$ cat src/rtl/mc_pkg.sv
// Shared definitions for the memory controller: FSM states, owners, access size codes
// and the IO-region tag found in address bits [17:16].
package mc_pkg;

    typedef enum logic [1:0] {
        IDLE  = 2'd0,
        READ  = 2'd1,
        WRITE = 2'd2
    } mc_state_t;

    typedef enum logic {
        OWN_IC  = 1'b0,
        OWN_LSB = 1'b1
    } mc_owner_t;

    localparam logic [1:0] MC_SIZE_B  = 2'd0;
    localparam logic [1:0] MC_SIZE_H  = 2'd1;
    localparam logic [1:0] MC_SIZE_W  = 2'd2;
    localparam logic [1:0] MC_IO_MASK = 2'b11;

    // Size code 3 is not a legal access; it is served as a full word.
    function automatic logic [2:0] mc_size_bytes(input logic [1:0] size);
        case (size)
            MC_SIZE_B: return 3'd1;
            MC_SIZE_H: return 3'd2;
            default:   return 3'd4;
        endcase
    endfunction

endpackage

$ cat src/rtl/memory_controller.sv
// Arbitrates icache fetches and LSB loads/stores onto a byte-wide RAM/IO bus.
// Optional MC_IO_STALL_EN: hold off IO-region stores while the IO output buffer is full.
module memory_controller
    import mc_pkg::*;
#(
    parameter int         ADDR_WIDTH = 32,
    parameter logic [1:0] IO_MASK    = MC_IO_MASK
) (
    input  logic                  clk_in,
    input  logic                  rst_in,
    input  logic                  rdy_in,
    input  logic                  IC_query_en,
    input  logic [ADDR_WIDTH-1:0] IC_query_addr,
    output logic                  IC_data_en,
    output logic [31:0]           IC_data,
    input  logic                  LSB_query_en,
    input  logic                  LSB_query_wr,
    input  logic [ADDR_WIDTH-1:0] LSB_query_addr,
    input  logic [1:0]            LSB_query_size,
    input  logic [31:0]           LSB_query_data,
    output logic                  LSB_done_en,
    output logic [31:0]           LSB_dout,
    input  logic [7:0]            mem_din,
    output logic [7:0]            mem_dout,
    output logic [ADDR_WIDTH-1:0] mem_a,
    output logic                  mem_wr,
    input  logic                  io_buffer_full
);

    mc_state_t             state_reg;
    mc_owner_t             owner_reg;
    logic [ADDR_WIDTH-1:0] addr_reg;
    logic [2:0]            len_reg;
    logic [2:0]            cnt_reg;
    logic [31:0]           wdata_reg;
    logic [31:0]           result_reg;
    logic [31:0]           result_next;
    logic [1:0]            cap_idx;
    logic [1:0]            nxt_idx;
    logic [ADDR_WIDTH-1:0] addr_next;
    logic                  lsb_ok;
    logic                  can_accept;

`ifdef MC_IO_STALL_EN
    always_comb begin
        lsb_ok = LSB_query_en;
        if (LSB_query_wr && (LSB_query_addr[17:16] == IO_MASK) && io_buffer_full)
            lsb_ok = 1'b0;
    end
`else
    logic unused_io;
    assign unused_io = io_buffer_full ^ (^IO_MASK);
    assign lsb_ok    = LSB_query_en;
`endif

    // A done pulse still high means its owner may not have dropped the request yet.
    assign can_accept = !IC_data_en && !LSB_done_en;

    // cnt_reg counts edges spent in READ; the byte landing now belongs to index cnt-1.
    assign cap_idx   = 2'(cnt_reg - 3'd1);
    assign nxt_idx   = 2'(cnt_reg + 3'd1);
    assign addr_next = addr_reg + ADDR_WIDTH'(nxt_idx);

    always_comb begin
        result_next = result_reg;
        result_next[{cap_idx, 3'b000} +: 8] = mem_din;
    end

    always_ff @(posedge clk_in) begin
        if (rst_in) begin
            state_reg   <= IDLE;
            owner_reg   <= OWN_IC;
            addr_reg    <= '0;
            len_reg     <= '0;
            cnt_reg     <= '0;
            wdata_reg   <= '0;
            result_reg  <= '0;
            IC_data_en  <= 1'b0;
            IC_data     <= '0;
            LSB_done_en <= 1'b0;
            LSB_dout    <= '0;
            mem_dout    <= '0;
            mem_a       <= '0;
            mem_wr      <= 1'b0;
        end else if (rdy_in) begin
            IC_data_en  <= 1'b0;
            LSB_done_en <= 1'b0;
            case (state_reg)
                IDLE: begin
                    if (can_accept && (lsb_ok || IC_query_en)) begin
                        result_reg <= '0;
                        cnt_reg    <= '0;
                        if (lsb_ok) begin
                            owner_reg <= OWN_LSB;
                            addr_reg  <= LSB_query_addr;
                            mem_a     <= LSB_query_addr;
                            len_reg   <= mc_size_bytes(LSB_query_size);
                            wdata_reg <= LSB_query_data;
                            if (LSB_query_wr) begin
                                state_reg <= WRITE;
                                mem_wr    <= 1'b1;
                                mem_dout  <= LSB_query_data[7:0];
                            end else begin
                                state_reg <= READ;
                            end
                        end else begin
                            owner_reg <= OWN_IC;
                            addr_reg  <= IC_query_addr;
                            mem_a     <= IC_query_addr;
                            len_reg   <= 3'd4;
                            state_reg <= READ;
                        end
                    end
                end
                READ: begin
                    cnt_reg <= cnt_reg + 3'd1;
                    if (cnt_reg != 3'd0)
                        result_reg <= result_next;
                    if (cnt_reg == len_reg) begin
                        state_reg <= IDLE;
                        mem_a     <= '0;
                        if (owner_reg == OWN_IC) begin
                            IC_data_en <= 1'b1;
                            IC_data    <= result_next;
                        end else begin
                            LSB_done_en <= 1'b1;
                            LSB_dout    <= result_next;
                        end
                    end else if ((cnt_reg + 3'd1) < len_reg) begin
                        mem_a <= addr_next;
                    end
                end
                WRITE: begin
                    if ((cnt_reg + 3'd1) == len_reg) begin
                        state_reg   <= IDLE;
                        mem_wr      <= 1'b0;
                        mem_a       <= '0;
                        mem_dout    <= '0;
                        LSB_done_en <= 1'b1;
                        LSB_dout    <= '0;
                    end else begin
                        cnt_reg  <= cnt_reg + 3'd1;
                        mem_a    <= addr_next;
                        mem_dout <= wdata_reg[{nxt_idx, 3'b000} +: 8];
                    end
                end
                default: state_reg <= IDLE;
            endcase
        end
    end

endmodule

$ cat config.mk
export PLATFORM = sky130hd
export DESIGN_NAME = memory_controller
export DESIGN_NICKNAME = d
export VERILOG_FILES = /design/src/rtl/mc_pkg.sv /design/src/rtl/memory_controller.sv
export SDC_FILE = /design/constraint.sdc
export NUM_CORES = 1
export LEC_CHECK = 0
export CORE_ASPECT_RATIO = 1.1
export CORE_MARGIN = 2
export CORE_UTILIZATION = 40
export CTS_CLUSTER_DIAMETER = 150
export DETAILED_ROUTE_END_ITERATION = 10
export PLACE_DENSITY = 0.68
export SETUP_SLACK_MARGIN = 0.05
export SLEW_MARGIN = 10
export SYNTH_ARGS = -nofsm -noshare
export SYNTH_HDL_FRONTEND = slang
export SYNTH_SLANG_ARGS = --single-unit
export TNS_END_PERCENT = 50
$ cat constraint.sdc
create_clock -name clk_in -period 3.49 [get_ports clk_in]
set_input_delay 0.8725 -clock clk_in [delete_from_list [all_inputs] [get_ports clk_in]]
set_output_delay 0.8725 -clock clk_in [all_outputs]
set_load 0.02 [all_outputs]
==> results.cfg <==
[run_status]
status = finished clean

[timing]
finalSetupViolCount = 0
holdWs_ns = 0.4438
hold_viol = 0
drv_slew = 0
period_needed_ns = 3.057
timing.fmax_mhz = 327.1
grt_setup_unrepaired = no
worst_pin_slew_ns = 0.8159
fin_skew_ns = 0.01232
fin_tns_setup_ns = 0
relSlewSlack_pct = 45.61
fin_crit_sh_pct = 87.60

[worst_setup_path]
worstPathRequired_ns = 3.91
criticalPathCategory = reg2reg
path_cells = inv_1 > ha_1 > fa_1 > nand2_1 > nor4_2 > nand4_1 > or3b_1 > a311oi_2
r2r-start = cnt_reg[1]$_SDFFE_PP0P_
crit_fanout = 6
critPathLaunchType = register
cpPeakStageDelay_ns = 0.56
end_kind = register
path_buf_inv = 1
crit_family = simple AND/OR/NAND/NOR gates
critPathSlowestCell = nor4_2
arrival_ns = 3.48
crit_start = cnt_reg[1]$_SDFFE_PP0P_

[place]
portBuffers = 218
place_congestion = 0.8479
hpwl_um = 19460

[power]
powerDensity_nw_per_um2 = 489.2
p_leak_nw = 4.657
p_total_mw = 6.541
irDropWorstVdd_mv = 0.3205

[drt]
ant_nets = 0
drc = 0
drt-total-wl_um = 29260
vias_per_cell = 5.505
routedWlPerCell_um = 17.18
drt_iter0_drc = 512
firstDrtPassIters = 5
vias = 9375

[grt]
use_met1_pct = 27.18
antenna_found_initial = 0
overflow = 0
grtUsageMet3_pct = 4.534
grt.total_usage_pct = 21.09
grt-busiest-layer = met2
grt_pass1_vias = 8705
grtUsageMet2_pct = 36.26
grt_first_pass_wirelength_um = 46000
grt_max_degree = 94

[yosys]
syn_inst = 1211
syn_area_sq_um = 10090
syn_nets = 1340
yosys_register_bits = 212
synth-main-ff-cell = dfxtp_1
yosysUniqueCellTypes = 53
ys_warn_count = 0
synth_top_area_share_pct = 42.07
synth.avg_cell_area_sq_um = 8.330
synth-compound-area-share_pct = 20.27
yosysSeqAreaShare_pct = 42.07
synth_top_family_by_area = simple AND/OR/NAND/NOR gates
synthAdderAreaFrac_pct = 2.059
synth_xor_area_share_pct = 1.302
synth_simple_gate_area_share_pct = 23.59
yosys.area.top_type = dfxtp_1
yosys-mux-area-fraction_pct = 6.065
synthTopCellsByArea = dfxtp_1 42%, a21oi_1 6.9%, a211oi_1 6.3%
synth_edf_count = 0
ys_async_sr_fraction_pct = 0

[layout]
area_delta_synth_final_pct = 32.56
drive_gt1_share_pct = 6.892
most-common-layout-cells = 216 x clkdlybuf4s50_1, 212 x dfxtp_1, 162 x nor2_1, 140 x a21oi_1, 119 x nand2_1
antenna-diode-count = 0
final_nets = 1504
final_common_cell = clkdlybuf4s50_1

[worst_hold_path]
timing.hold.worst.class = reg2reg
min_from = result_reg[1]$_SDFFE_PP0P_

[job]
maxCapViolCount = 0

[clock_tree]
clockBufferDepth = 3
numCtsBuffers = 24
cts_sinks = 212
post_cts_buffers = 0
ctsResizeCount = 0
clkTransAtPathRegs_ns = 0.06
cts_hold_buf = 0
cts-root-buf = clkbuf_16
cts_tree = built
h-tree-depth = 1
clkLatencyLatePin_ns = 0.51

[floorplanning]
die_h_um = 170.6
initial_utilization_pct = 40.97
core-area_sq_um = 24620
die_w_um = 155.4
dieArea_sq_um = 26510
row_count = 60
pin_count = 220
==> synth_stat cells, types with 2 or more instances <==
cell,number
dfxtp_1,212
nor2_1,162
a21oi_1,140
nand2_1,119
a211oi_1,85
clkbuf_1,78
mux2i_1,42
o21ai_0,38
nor2b_1,34
or4_1,34
or3_1,33
nor3_1,25
buf_2,20
nand3_1,18
ha_1,15
nand4_1,15
inv_1,11
o21ai_1,11
o31a_1,10
a211oi_2,8
a22o_1,8
mux4_2,8
nor4_1,8
xor2_1,8
and4_1,7
xnor2_1,7
and3_1,6
nand3b_1,6
o21a_1,5
nand2b_1,4
a311oi_2,3
buf_1,3
a211o_1,2
buf_6,2
nand4b_1,2
nor3_2,2
nor4_2,2
o2111ai_1,2
or3b_1,2
==> worst paths after layout <==
check                               endpoint  slack (ns)  depth (start not counted)
setup / recovery      mem_a[26]$_SDFFE_PP0P_        0.43                          8
hold / removal    result_reg[1]$_SDFFE_PP0P_        0.44                          2
setup reg to reg      mem_a[26]$_SDFFE_PP0P_        0.43                          8
hold reg to reg   result_reg[1]$_SDFFE_PP0P_        0.44                          2
==> worst min-delay path, stage by stage (launching register included) <==
cell,delay [ns]
dfxtp_1,0.30
nand2_1,0.05
a21oi_1,0.05
==> power breakdown <==
group,total (mW),internal [mW],switching (mW)
Sequential,2.68,2.56,0.115
Combinational,1.12,0.486,0.630
Clock,2.75,1.73,1.02
==> metrics by stage <==
step,setup slack (ns),instances,instance area [sq um],util [%]
floorplan,0.5190,1211,10090,-
global placement,0.4754,1659,12500,50.76
detailed placement,0.4619,1659,12500,50.76
CTS,0.4445,1703,13370,54.30
global route,0.1845,1703,13370,54.30
finish,0.4327,1703,13370,54.30
==> final cells by class <==
cell class,count,area (sq um)
inverters,11,41.29
flip-flops and latches,212,4244
repair buffers,241,2401
clock buffers,35,723.2
fillers,2277,11250
clock inverters,9,150.1
well taps,310,387.9
multi-input cells,885,5424
==> cell families (layout without fill, tap and decap cells) <==
| kind of cell | Yosys count | in the layout |
|---|---|---|
| buf+inv | 114 | 296 |
| flops | 212 | 212 |
| fa+ha+maj | 16 | 16 |
| simple gates | 483 | 483 |
| mux | 51 | 51 |
| xor+xnor | 15 | 15 |
| compound gates | 320 | 320 |
==> metal layers <==
layer	up-vias	part of all wire, %
met3	33	7.1
met4	0	1.8
met5	-	0
li1	4672	-
met1	4410	43
met2	260	48
No activity file was read; power rests on OpenSTA's default activity.
